==> config.mk <==
export PLATFORM = sky130hd
export DESIGN_NAME = sram_phy
export DESIGN_NICKNAME = d
export VERILOG_FILES = /design/src/rtl/sram_phy.sv
export SDC_FILE = /design/constraint.sdc
export NUM_CORES = 1
export LEC_CHECK = 0
export BUFFER_PORTS_ARGS = -buffer_cell sky130_fd_sc_hd__buf_2
export CORE_UTILIZATION = 29
export CTS_CLUSTER_SIZE = 8
export DETAILED_ROUTE_END_ITERATION = 8
export SLEW_MARGIN = 20
export SYNTH_ARGS = -nofsm -noshare
export SYNTH_HDL_FRONTEND = slang
export SYNTH_SLANG_ARGS = --single-unit
export TNS_END_PERCENT = 5
==> constraint.sdc <==
create_clock -name clk_i -period 2 [get_ports clk_i]
set_input_delay 0.2 -clock clk_i [delete_from_list [all_inputs] [get_ports clk_i]]
set_output_delay 0.2 -clock clk_i [all_outputs]
set_load 0.02 [all_outputs]
==> src/rtl/sram_phy.sv <==
// sram_phy: pin-level controller for an external 16-bit asynchronous SRAM.
// Accepts single-word read/write commands over go/cmd/busy/valid. Read and
// write wait states and the bus turnaround gap are set by parameters.
// Optional feature macro SRAM_PHY_GO_QUEUE_EN: a one-deep pending register
// holds a go that arrives while busy and issues it when IDLE is reached.
// Handshake: mem_go_i is a one-cycle strobe sampled only when the controller
// can take it; mem_busy_o is high from the cycle after acceptance until the
// controller is idle again; mem_valid_o pulses once per completed command,
// and in that cycle mem_D_o holds the word just read.
module sram_phy #(
    parameter int ADDR_W  = 20,
    parameter int RD_WAIT = 2,
    parameter int WR_WAIT = 2,
    parameter int TURN    = 1
) (
    input  logic              clk_i,
    input  logic              reset_n_i,
    input  logic [23:0]       mem_A_i,
    input  logic [15:0]       mem_D_i,
    input  logic              mem_go_i,
    input  logic [2:0]        mem_cmd_i,
    output logic [15:0]       mem_D_o,
    output logic              mem_busy_o,
    output logic              mem_valid_o,
    output logic [ADDR_W-1:0] sram_A_o,
    output logic [15:0]       sram_D_o,
    input  logic [15:0]       sram_D_i,
    output logic              sram_D_oe_o,
    output logic              sram_ce_n_o,
    output logic              sram_oe_n_o,
    output logic              sram_we_n_o,
    output logic              sram_ub_n_o,
    output logic              sram_lb_n_o,
    output logic [2:0]        dbg_state_o
);

    typedef enum logic [2:0] {
        ST_IDLE, ST_RD, ST_WR_SETUP, ST_WR_PULSE, ST_WR_HOLD, ST_DONE, ST_TURN
    } state_t;

    localparam logic [3:0] RD_LOAD   = 4'(RD_WAIT - 1);
    localparam logic [3:0] WR_LOAD   = 4'(WR_WAIT - 1);
    localparam logic [3:0] TURN_LOAD = 4'(TURN - 1);

    state_t            r_state, w_state_nxt;
    logic [3:0]        r_cnt, w_cnt_nxt;
    logic [ADDR_W-1:0] r_addr, w_addr_nxt, w_src_addr;
    logic [15:0]       r_wdata, w_wdata_nxt, w_src_wdata;
    logic [2:0]        r_cmd, w_cmd_nxt, w_src_cmd;
    logic              w_start;
    logic              w_pend_nxt;
    logic              w_ce_n, w_oe_n, w_we_n, w_ub_n, w_lb_n, w_doe, w_valid;
    logic [ADDR_W-1:0] w_a;
    logic [15:0]       w_d;
    logic              w_unused;

    // Address bits above the SRAM width are don't-care.
    assign w_unused    = ^mem_A_i[23:ADDR_W];
    assign dbg_state_o = r_state;

`ifdef SRAM_PHY_GO_QUEUE_EN
    logic              r_pend;
    logic [ADDR_W-1:0] r_pend_addr;
    logic [15:0]       r_pend_wdata;
    logic [2:0]        r_pend_cmd;
    logic              w_pend_load;

    // A held command takes priority over a fresh go when IDLE is entered; a
    // go in that same cycle refills the pending slot it just vacated.
    assign w_start     = (r_state == ST_IDLE) && (r_pend || mem_go_i);
    assign w_src_addr  = r_pend ? r_pend_addr  : mem_A_i[ADDR_W-1:0];
    assign w_src_wdata = r_pend ? r_pend_wdata : mem_D_i;
    assign w_src_cmd   = r_pend ? r_pend_cmd   : mem_cmd_i;
    assign w_pend_load = mem_go_i && ((r_state != ST_IDLE) ? !r_pend : r_pend);
    assign w_pend_nxt  = w_pend_load || (r_pend && (r_state != ST_IDLE));

    // Pending command slot.
    always_ff @(posedge clk_i or negedge reset_n_i) begin
        if (!reset_n_i) begin
            r_pend       <= 1'b0;
            r_pend_addr  <= '0;
            r_pend_wdata <= '0;
            r_pend_cmd   <= '0;
        end else begin
            r_pend <= w_pend_nxt;
            if (w_pend_load) begin
                r_pend_addr  <= mem_A_i[ADDR_W-1:0];
                r_pend_wdata <= mem_D_i;
                r_pend_cmd   <= mem_cmd_i;
            end
        end
    end
`else
    // Gos outside IDLE are simply ignored.
    assign w_start     = (r_state == ST_IDLE) && mem_go_i;
    assign w_src_addr  = mem_A_i[ADDR_W-1:0];
    assign w_src_wdata = mem_D_i;
    assign w_src_cmd   = mem_cmd_i;
    assign w_pend_nxt  = 1'b0;
`endif

    assign w_addr_nxt  = w_start ? w_src_addr  : r_addr;
    assign w_wdata_nxt = w_start ? w_src_wdata : r_wdata;
    assign w_cmd_nxt   = w_start ? w_src_cmd   : r_cmd;

    // Next-state and wait-state counter sequencing.
    always_comb begin
        w_state_nxt = r_state;
        w_cnt_nxt   = r_cnt;
        case (r_state)
            ST_IDLE: begin
                if (w_start) begin
                    w_state_nxt = w_src_cmd[1] ? ST_RD : ST_WR_SETUP;
                    w_cnt_nxt   = RD_LOAD;
                end
            end
            ST_RD: begin
                if (r_cnt == 4'd0) w_state_nxt = ST_DONE;
                else               w_cnt_nxt   = r_cnt - 4'd1;
            end
            ST_WR_SETUP: begin
                w_state_nxt = ST_WR_PULSE;
                w_cnt_nxt   = WR_LOAD;
            end
            ST_WR_PULSE: begin
                if (r_cnt == 4'd0) w_state_nxt = ST_WR_HOLD;
                else               w_cnt_nxt   = r_cnt - 4'd1;
            end
            ST_WR_HOLD: w_state_nxt = ST_DONE;
            ST_DONE: begin
                if (TURN == 0) begin
                    w_state_nxt = ST_IDLE;
                end else begin
                    w_state_nxt = ST_TURN;
                    w_cnt_nxt   = TURN_LOAD;
                end
            end
            ST_TURN: begin
                if (r_cnt == 4'd0) w_state_nxt = ST_IDLE;
                else               w_cnt_nxt   = r_cnt - 4'd1;
            end
            default: w_state_nxt = ST_IDLE;
        endcase
    end

    // Pin values for the state being entered, so every pin is a flop output.
    always_comb begin
        w_ce_n  = 1'b1;
        w_oe_n  = 1'b1;
        w_we_n  = 1'b1;
        w_ub_n  = 1'b1;
        w_lb_n  = 1'b1;
        w_doe   = 1'b0;
        w_valid = 1'b0;
        w_a     = sram_A_o;
        w_d     = sram_D_o;
        case (w_state_nxt)
            ST_RD: begin
                w_ce_n = 1'b0;
                w_oe_n = 1'b0;
                w_ub_n = 1'b0;
                w_lb_n = 1'b0;
                w_a    = w_addr_nxt;
            end
            ST_WR_SETUP, ST_WR_PULSE, ST_WR_HOLD: begin
                w_ce_n = 1'b0;
                w_doe  = 1'b1;
                w_a    = w_addr_nxt;
                w_d    = w_wdata_nxt;
                w_ub_n = ~(w_cmd_nxt[2] | w_cmd_nxt[0]);
                w_lb_n = ~(w_cmd_nxt[2] | ~w_cmd_nxt[0]);
                w_we_n = (w_state_nxt != ST_WR_PULSE);
            end
            ST_DONE: w_valid = 1'b1;
            default: ;
        endcase
    end

    // State, command latch, pin registers and read capture.
    always_ff @(posedge clk_i or negedge reset_n_i) begin
        if (!reset_n_i) begin
            r_state     <= ST_IDLE;
            r_cnt       <= '0;
            r_addr      <= '0;
            r_wdata     <= '0;
            r_cmd       <= '0;
            mem_D_o     <= '0;
            mem_busy_o  <= 1'b0;
            mem_valid_o <= 1'b0;
            sram_A_o    <= '0;
            sram_D_o    <= '0;
            sram_D_oe_o <= 1'b0;
            sram_ce_n_o <= 1'b1;
            sram_oe_n_o <= 1'b1;
            sram_we_n_o <= 1'b1;
            sram_ub_n_o <= 1'b1;
            sram_lb_n_o <= 1'b1;
        end else begin
            r_state     <= w_state_nxt;
            r_cnt       <= w_cnt_nxt;
            r_addr      <= w_addr_nxt;
            r_wdata     <= w_wdata_nxt;
            r_cmd       <= w_cmd_nxt;
            mem_busy_o  <= (w_state_nxt != ST_IDLE) || w_pend_nxt;
            mem_valid_o <= w_valid;
            sram_A_o    <= w_a;
            sram_D_o    <= w_d;
            sram_D_oe_o <= w_doe;
            sram_ce_n_o <= w_ce_n;
            sram_oe_n_o <= w_oe_n;
            sram_we_n_o <= w_we_n;
            sram_ub_n_o <= w_ub_n;
            sram_lb_n_o <= w_lb_n;
            if (r_state == ST_RD && r_cnt == 4'd0) mem_D_o <= sram_D_i;
        end
    end

endmodule
**Yosys cells after proc, flatten, opt, wreduce, memory -nomap -nowiden**

Index checks and enable logic that the tools add are counted.

- Register bits: 106
- Output and inout port bits: 63
- Logic and storage cells: 66
- Input bits: 62

- Bitwise operators: 5
- Eq/ne operators: 14
- Add/sub/neg operators: 1
- Reduce and logical (&&, ||, !) cells: 10
- Muxes and demuxes: 19

Operators with widths:

| operator | number |
|---|---|
| 3-bit case mux with 7 select lines | 1 |
| 20-bit 2-to-1 mux | 1 |
| 16-bit 2-to-1 mux | 1 |
| 4-bit case mux with 4 select lines | 1 |
| 3-bit equality test, second input constant | 5 |
| 3-bit 2-to-1 mux | 5 |
| 3-bit by 2-bit equality test with 1-bit output, second input constant | 4 |
| 4-bit 2-to-1 mux | 2 |
| 3-bit by 1-bit equality test with 1-bit output, second input constant | 2 |
| 3-bit OR reduction | 2 |
| 1-bit 2-to-1 mux | 5 |
| 4-bit logical NOT | 1 |
| 2-bit != test, second input constant | 2 |
| 1-bit case mux with 2 select lines | 2 |
| 4-bit nonzero test | 1 |
| 4-bit OR reduction | 1 |
| 4-bit by 1-bit subtractor with 4-bit output, second input constant | 1 |
| 3-bit logical NOT | 1 |
| 3-bit by 2-bit != test with 1-bit output, second input constant | 1 |
| 1-bit NOT | 3 |
| 3-bit AND reduction | 1 |
| 3-bit nonzero test | 1 |
| 1-bit logical AND | 2 |
| 2-bit 2-to-1 mux | 1 |
| 1-bit bitwise OR | 2 |

**Depth between registers and ports, before layout**

Gate-level depths: netlist (run 1).

- Depth in word-level cells: 7
- Depth in mapped cells: 6

**Least setup slack after synthesis (run 1)**

OpenSTA, ideal clock, no wires.

- Path type: flip-flop to flip-flop
- Start point: register r_state[1], in the netlist dbg_state_o[1]
- End point: register sram_A_o[18]
- Arrival: 1.805 ns
- Path slack: 0.069 ns
- Period minus slack after synthesis: 1.931 ns
- Setup time: 0.125 ns
- Path buffers: 2
- Stages on the path, launching flop included: 6
- Cells stage by stage: dfrtp_1 > buf_6 > nor4b_4 > buf_6 > mux2_1 > mux2_4

- Elaborated cells between the ends (all ways): 19
- Those cells by class: 10 x eq/ne; 6 x mux; 3 x reduce/logical

RTL lines:

| what | line | RTL |
|---|---|---|
| from (decl) | 45 | `state_t r_state, w_state_nxt;` |
| from (signal assigned) | 199 | `r_state <= w_state_nxt;` |
| 3-bit logical NOT | 95 | `assign w_start = (r_state == ST_IDLE) && mem_go_i;` |
| 1-bit logical AND | 95 |  |
| 20-bit 2-to-1 mux | 102 | `assign w_addr_nxt = w_start ? w_src_addr : r_addr;` |
| via w_addr_nxt[18] | 47 | `logic [ADDR_W-1:0] r_addr, w_addr_nxt, w_src_addr;` |
| to (signal assigned) | 206 | `sram_A_o <= w_a;` |
| to (decl) | 25 | `output logic [ADDR_W-1:0] sram_A_o,` |

The timed path passes the listed nets, and every way through them passes these cells.
A chain may end at the register's enable or synchronous reset.

**Final worst setup path (run 1)**

- Start point: register r_cnt[1]
- End point: register sram_A_o[6]

- Cells in the longest elaborated chain, start to end: 5
- Elaborated cells between the ends (all ways): 10
- Those cells by class: 4 x eq/ne; 4 x mux; 2 x reduce/logical

Ends and longest elaborated chain:

| what | line | RTL |
|---|---|---|
| from (decl) | 46 | `logic [3:0] r_cnt, w_cnt_nxt;` |
| from (signal assigned) | 200 | `r_cnt <= w_cnt_nxt;` |
| 4-bit logical NOT * | 118, 126, 139 |  |
| 3-bit 2-to-1 mux (on tied branches) | 139, 118, 126 |  |
| 3-bit case mux with 7 select lines * | 110 | `case (r_state)` |
| 3-bit by 2-bit equality test with 1-bit output (tied with other cells) | 157 | `case (w_state_nxt)` |
| 4-bit OR reduction (no line) * | -- |  |

Mark *: on every way between the ends. The rest lies on a longest branch, timed or not.

==> results of run 1 <==
through the flow:
step,cells,util [%],instance area (um^2),hold slack [ps],total power [W]
after floorplan,283,-,4390,-95.6,0.00711
after global placement,584,35.7,5220,244,0.00825
after detailed placement,584,35.7,5220,260,0.00839
after CTS,601,37.7,5520,41.2,0.0102
after global routing,601,37.7,5530,46.6,0.0107
final,603,37.8,5530,65.2,0.0100
worst register-to-register path: stages (launching register included):
cell,delay [ps]
sky130_fd_sc_hd__dfrtp_1,380
sky130_fd_sc_hd__inv_1,80
sky130_fd_sc_hd__ha_1,250
sky130_fd_sc_hd__nor4b_4,180
sky130_fd_sc_hd__a211oi_4,290
sky130_fd_sc_hd__buf_12,240
sky130_fd_sc_hd__mux2_2,370
cell families after synthesis:
| group | share of synthesized area, % |
|---|---|
| flops | 60.0 |
| mux | 25.7 |
| simple gates | 5.44 |
| compound gates | 4.28 |
| buf+inv | 4.02 |
| fa+ha+maj | 0.570 |
per-layer routing:
metal / track usage, % / vias to the layer above
li1: - / 1257
met1: 15.1 / 1328
met2: 18.4 / 68
met3: 4.24 / 12
met4: 5.16 / 0
met5: 0 / -
report_power, final:
group | internal [W] | total, W | switching, W
Combinational | 0.00221 | 0.00461 | 0.00240
Clock | 0.000970 | 0.00173 | 0.000762
Sequential | 0.00324 | 0.00369 | 0.000449
cell usage in the layout (no fill, tap or decap), types with 2 or more instances in the layout:
cell type / count
sky130_fd_sc_hd__nor4b_4: 2
sky130_fd_sc_hd__buf_4: 10
sky130_fd_sc_hd__mux2_1: 31
sky130_fd_sc_hd__o21ai_0: 6
sky130_fd_sc_hd__diode_2: 2
sky130_fd_sc_hd__ha_1: 2
sky130_fd_sc_hd__buf_2: 119
sky130_fd_sc_hd__dfstp_2: 5
sky130_fd_sc_hd__o211ai_1: 3
sky130_fd_sc_hd__o221ai_1: 2
sky130_fd_sc_hd__inv_1: 7
sky130_fd_sc_hd__mux2i_1: 2
sky130_fd_sc_hd__nand2_1: 3
sky130_fd_sc_hd__clkbuf_16: 9
sky130_fd_sc_hd__clkinv_2: 2
sky130_fd_sc_hd__a21oi_1: 4
sky130_fd_sc_hd__nor3_1: 3
sky130_fd_sc_hd__clkbuf_1: 2
sky130_fd_sc_hd__mux2_2: 34
sky130_fd_sc_hd__o22ai_1: 2
sky130_fd_sc_hd__dfrtp_1: 100
sky130_fd_sc_hd__or2b_1: 2
sky130_fd_sc_hd__mux2_4: 25
sky130_fd_sc_hd__nor2_1: 10
sky130_fd_sc_hd__a31oi_1: 2
sky130_fd_sc_hd__buf_12: 3
sky130_fd_sc_hd__nor2b_1: 5
final cells by class:
type	count	area [um^2]	share of cell area (%)
sequential	105	2630	47.6
tap	184	230	4.16
clock inverter	5	56.3	1.02
multi-input combinational	155	1590	28.8
clock buffer	11	233	4.21
timing repair buffer	133	741	13.4
antenna	2	5.00	0.0905
inverter	8	42.5	0.769
flip-flops by register name, indices dropped and copies added, names as in the netlist:
signal       cells
r_addr          20
r_cmd            2
sram_D_oe_o      1
mem_busy_o       1
dbg_state_o      3
sram_oe_n_o      1
sram_A_o        20
mem_valid_o      1
sram_ce_n_o      1
sram_we_n_o      1
mem_D_o         16
r_cnt            4
sram_ub_n_o      1
sram_lb_n_o      1
sram_D_o        16
r_wdata         16
repair_timing:
action | 4_1_cts | 5_1_grt
resized for setup | 0 | 1
hold buffers | 1 | 0
hold endpoints to repair | 39 | 0
endpoints found under the setup margin | 0 | 16
final timing paths:
check,start,to,slack [ps]
max reg2reg,r_cnt[1],sram_A_o[6],100
max,r_cnt[1],sram_A_o[6],100
min reg2reg,r_addr[9],r_addr[9],480
max in group asynchronous,reset_n_i,sram_ub_n_o,830
min in group asynchronous,reset_n_i,sram_A_o[12],410
min,sram_D_i[14],mem_D_o[14],70
==> results.md, run 1 <==
Clock tree:
- The number of setup buffers added after CTS is 0.
- The tree is rooted in a sky130_fd_sc_hd__clkbuf_16.
- At the later pin of the worst-skew pair, clock insertion delay measures 340 ps.
- The maximum count of clock buffers along a single path is 2.
- The clock slew at the register clock pins of the worst setup and hold paths is 70 ps.
- TritonCTS built the clock tree.
- In this run the number of H-tree levels came out at 3.
- The number of clock buffers added by TritonCTS is 9.
- The sink count of the clock tree is 105.

Critical path:
- The critical-path maximum fanout is 23.
- The critical path contains buffers and inverters numbering 2 combined.
- The critical path in this run is classified as reg2reg.
- Broken down by cell family, the worst path's largest delay share belongs to flip-flops.
- The cell depth of the worst flop-to-flop path is 6.
- STA classifies the critical path endpoint as a flip-flop.
- Walking the worst path, the cells encountered are inv_1 > ha_1 > nor4b_4 > a211oi_4 > buf_12 > mux2_2.
- The worst setup path is launched from a flip-flop.
- For this run, the slowest stage of the critical path takes 380 ps.
- The required time at the endpoint of the critical path is 2230 ps.
- The slowest stage of the critical path is the sky130_fd_sc_hd__dfrtp_1 cell.
- Counting buffers and inverters, the worst setup path is 6 cells deep.
- At the worst endpoint, the arrival time is 2130 ps.

Routing:
- The detailed router put a total of 3820 um of wire on met1.
- The routed wire length on met2 is 4130 um.
- The overall via count from detail_route is 2665.
- The length of routed met3 wiring is 537 um.
- For this run, design rule violations remaining after detail routing come to 12.
- The first detailed-routing pass took 6 iterations.
- The wire length per cell after detailed routing is 14.3 um.
- After detailed routing, no signal wire sits above met4.
- After detailed routing, the total wire length is 8630 um.
- The post-route antenna net violation count is 0.
- In the routed layout, each cell is associated on average with a via count of 4.42.
- The number of design-rule violations left by the first detailed-router iteration is 139.

Min path:
- Along the worst hold path, the cell count comes to 2.
- The class of the tightest hold or removal check is in2reg.

STA:
- After layout, the worst path uses 95.1% of the clock period.
- For the finished layout, the period the worst path requires is 1900 ps.
- Measured against its own limit, the worst slew margin works out to 59.5%.
- Setup violations remaining at the end of the flow were counted as 0.
- The actual transition at the worst max-transition pin is 608 ps.
- Based on the critical path, the design can be clocked at up to 526 MHz.
- The sum of negative setup slack is 0 ps.
- The final-report hold violation count was 0.
- The number of pins exceeding their max-slew limit in the final report is 0.
- The largest clock skew in the final design is 4.29 ps.
- Setup slack on the critical path of the routed design comes to 98.5 ps.
- Setup repair after global routing left no endpoint under its margin.

Die:
- 125 I/O pins were placed.
- For this configuration, the core starts out at a cell density of 30.0%.
- The die is 125 um tall.
- The x dimension of the die is 125 um.
- The die area is 0.0156 mm^2.
- The core footprint is 0.0146 mm^2.
- The row count is 44.

Job:
- Max-cap violations in this run came to 0.

Global routing:
- The total global routing track utilization is 12.0%.
- The initial antenna violation count came to 2.
- The first global-routing pass estimated 14600 um of wire.
- The number of global-route vias before repair is 2819.
- Entering global routing, the biggest net connects 45 pins.
- The total global routing overflow is 0.

Final layout:
- The layout cell share with drive strength beyond 1 is 52.3%.
- The area overhead of the layout relative to synthesis is 26.1%.
- Fill cells in the final layout number 1405.
- The net count reported at finish is 476.

Logic synthesis:
- The number of warnings reported in the yosys synthesis log is 0.
- After technology mapping, the gate count stands at 283.
- The leading cell type by number of instances after synthesis is sky130_fd_sc_hd__dfrtp_1.
- The most instantiated flip-flop cell in the synthesis netlist is sky130_fd_sc_hd__dfrtp_1.
- The dominant cell type by area after synthesis is sky130_fd_sc_hd__dfrtp_1.
- After synthesis, the cell types taking the most area are sky130_fd_sc_hd__dfrtp_1 57%, sky130_fd_sc_hd__mux2_2 8.7%, sky130_fd_sc_hd__mux2_4 8.6%, sky130_fd_sc_hd__mux2_1 8.0%, sky130_fd_sc_hd__dfstp_2 3.0%.
- After synthesis, flip-flops and latches occupy 60.0% of the total area.
- Counting flops with a built-in enable in the synthesized netlist gives 0.
- The fraction of synthesis flops using an asynchronous set or reset pin is 100%.
- The number of nets in the synthesized netlist is 347.
- The area of the mapped netlist is 0.00439 mm^2.
- The distinct cell type count after synthesis is 43.
- The average instance in the mapped netlist occupies 15.5 um^2.
- After synthesis, the largest area contributor takes up 57.0% of total cell area.
- After synthesis, the most frequently instantiated cells are 100 x sky130_fd_sc_hd__dfrtp_1, 34 x sky130_fd_sc_hd__mux2_2, 31 x sky130_fd_sc_hd__mux2_1.
- Counting flops and latches in the post-synthesis netlist gives 105.

Place:
- After legalization and detailed placement, the total HPWL measured 5880 um.
- OpenSTA, run right after detailed placement, puts the worst setup slack at 33.3 ps.
- The final weighted congestion of routability-driven global placement is 0.811.
- Buffers placed on the I/O ports in this run total 120.

Status:
- The final reports fail on design-rule violations.
- The run finished, with violations left.

Power and ir drop:
- Power spread over the standard cell area amounts to 1810 mW/mm^2.
- The analysis attributes to cell leakage a power of 2.59 nW.
- The worst-case IR drop observed on VDD is 599 uV.
Power figures use the tool's default switching activity.
==> inputs of run 2 (changes only) <==
--- a/config.mk
+++ b/config.mk
@@ -7,8 +7,10 @@
 export LEC_CHECK = 0
 export BUFFER_PORTS_ARGS = -buffer_cell sky130_fd_sc_hd__buf_2
 export CORE_UTILIZATION = 29
+export CTS_BUF_LIST = sky130_fd_sc_hd__clkbuf_4 sky130_fd_sc_hd__clkbuf_8
 export CTS_CLUSTER_SIZE = 8
 export DETAILED_ROUTE_END_ITERATION = 8
+export PLACE_DENSITY = 0.56
 export SLEW_MARGIN = 20
 export SYNTH_ARGS = -nofsm -noshare
 export SYNTH_HDL_FRONTEND = slang
==> run 2 against run 1 <==
  * Die area unchanged
  * Cell count shrank 0.17%
  * Non-clock buffer count up 1
  * Combinational power is essentially flat
  * Sequential share of layout area is 0.46 points higher
  * The flow still finishes with violations (design-rule violations)
  * Critical path type unchanged
  * Register-to-register slack improved by 60 ps
  * Via count is 0.90% higher
  * Global-route usage fell by 0.43 points
  * Cell area shrank 0.95%
==> results.md, run 2 (same netlist as run 1, synthesis figures left out) <==
Place:
- The congestion estimate from routability-driven global placement came to 0.720.
- The count of placed standard cells including taps is 583.
- In this run the tool buffered the top-level ports with 120 buffer cells.
- The cell area after placement is 0.00523 mm^2.
- Detailed placement finished with a half-perimeter wire length of 5700 um.

Routing:
- The wire length per cell after detailed routing is 13.8 um.
- The final layout contains routed wiring with a total length of 8320 um.
- Before antenna repair, the detailed router went through 6 iterations.
- The average vias per placed instance is 4.47.
- The detail route stage leaves a number of antenna-violating nets equal to 0.
- In the routed design, unresolved DRC markers number 14.
- The number of design-rule violations left by the first detailed-router iteration is 156.
- The overall via count from detail_route is 2689.

Final layout:
- The layout cell share with drive strength beyond 1 is 52.4%.
- The repair_antennas step left the layout with diodes totalling 0.
- After the flow finishes, the layout carries non-filler instances totaling 602.
- Leaving out fill and tap cells, the most frequent cells in the layout are 119 x sky130_fd_sc_hd__buf_2, 100 x sky130_fd_sc_hd__dfrtp_1, 34 x sky130_fd_sc_hd__mux2_2.
- After routing the design area is 0.00548 mm^2.
- The net count reported at finish is 477.
- The largest registers in the layout are r_addr (20), sram_A_o (20).
- The library cell used most frequently in the layout, excluding fill and tap cells, is sky130_fd_sc_hd__buf_2.
- Compared with the post-synthesis result, the final layout area differs by 24.9%.

Global routing:
- Global routing used 11.5% of the available tracks across all layers.
- The initial antenna violation count was 0.
- After global routing the overflow that remains totals 0.
- The first-pass GRT wire length is 13900 um.
- The number of global-route vias before repair is 2751.
- Entering global routing, the biggest net connects 54 pins.

STA:
- The worst pin sits at a relative slew slack of 73.8%.
- The sum of negative setup slack is 0 ps.
- The shortest period the worst path allows is 1840 ps.
- The portion of the clock cycle consumed by the worst path in the final layout is 92.0%.
- The final-report hold violation count is 0.
- For the pin with the worst max-slew slack, the measured transition is 391 ps.
- The number of pins exceeding their max-slew limit in the final report is 0.
- The number of endpoints failing setup at the final stage is 0.
- Timing would allow up to 543 MHz.
- Across the routed clock network, the largest skew measured is 8.17 ps.
- Setup repair after global routing left no endpoint under its margin.

Clock tree:
- The sink count of the clock tree is 105.
- TritonCTS created 9 clock buffers.
- The clock reaches the later pin of the worst-skew pair after 370 ps.
- Clock-pin slew was measured on the worst setup and hold paths at 90 ps.
- The root buffer cell is sky130_fd_sc_hd__clkbuf_8.
- TritonCTS built the clock tree.
- The clock passes through at most 2 buffers.
- CTS built an H-tree with a depth of 3.

Die:
- Row generation in the floorplan step produced 44 rows.
- The initial core utilization is 30.0%.
- The die covers 0.0156 mm^2.
- The overall die height is 125 um.
- In this run the count of I/O pins placed on the die edge is 125.
- In this run the standard cell core region covers 0.0146 mm^2.
- The die is 125 um wide.

Status:
- The run finished, with violations left.
- The final reports fail on design-rule violations.

Critical path:
- Data on the critical path arrives at its endpoint at 2100 ps.
- The capturing element type of the critical path is a flip-flop.
- The required time at the endpoint of the critical path is 2260 ps.
- The type of the setup path with the least slack is reg2reg.
- The worst setup path is launched from a flip-flop.
- The critical-path maximum fanout is 18.

Power and ir drop:
- The maximum vdd ir drop is 641 uV.
- For this design the static power due to leakage is 2.56 nW.
- In this run the power density over the cells is 1770 mW/mm^2.

Job:
- Across the run, the number of max-cap violations was 0.

Min path:
- The worst hold path belongs to the class in2reg.
run 2: area by class of cell:
cell class	instances	area [um^2]
fillers	1447	9160
flip-flops and latches	105	2630
multi-input cells	155	1590
repair buffers	134	766
well taps	184	230
clock buffers	13	154
clock inverters	3	67.6
inverters	8	42.5
run 2: critical path, cell delays in order, from the launching register on:
cell and delay (ps):
sky130_fd_sc_hd__dfrtp_1 420, sky130_fd_sc_hd__buf_4 210, sky130_fd_sc_hd__nor4b_4 370, sky130_fd_sc_hd__nand2_2 320
sky130_fd_sc_hd__mux2_1 410
run 2: timing repair:
action | in CTS | in global routing
endpoints found under the hold margin | 102 | 0
gates resized for setup | 0 | 0
setup buffers | 0 | 0
endpoints found under the setup margin | 0 | 0
hold buffers | 3 | 0
run 2: routing by layer:
layer,track usage (%),part of all wire (%),vias to the layer above
met5,0,0,-
met4,6.67,2.4,0
met3,3.47,5.6,12
met2,18.5,49,63
met1,13.7,43,1356
li1,-,-,1258
run 2: stage by stage:
step | util, % | power (W) | setup slack [ps] | hold WS (ps)
6_report | 37.4 | 0.00972 | 160 | 31.8
5_1_grt | 37.4 | 0.0104 | 9.90 | 9.67
4_1_cts | 37.4 | 0.00993 | 91.9 | 0.217
3_5_place_dp | 35.7 | 0.00841 | 103 | 228
3_3_place_gp | 35.7 | 0.00827 | 157 | 220
2_1_floorplan | - | 0.00711 | 69.5 | -95.6
run 2: report_power, final:
group | total (W) | internal, W | switching (W)
logic | 0.00459 | 0.00222 | 0.00237
clock network | 0.00145 | 0.000763 | 0.000691
registers | 0.00368 | 0.00323 | 0.000445
total | 0.00972 | 0.00622 | 0.00351
run 2: final timing paths:
kind | startpoint | to | slack, ps | cells past startpoint
min reg2reg | r_addr[11] | r_addr[11] | 490 | 1
max reg2reg | dbg_state_o[1] | mem_D_o[12] | 160 | 4
max | dbg_state_o[1] | mem_D_o[12] | 160 | 4
min in group asynchronous | reset_n_i | r_wdata[3] | 360 | 3
max in group asynchronous | reset_n_i | sram_ub_n_o | 1330 | 3
min | sram_D_i[7] | mem_D_o[7] | 30 | 2
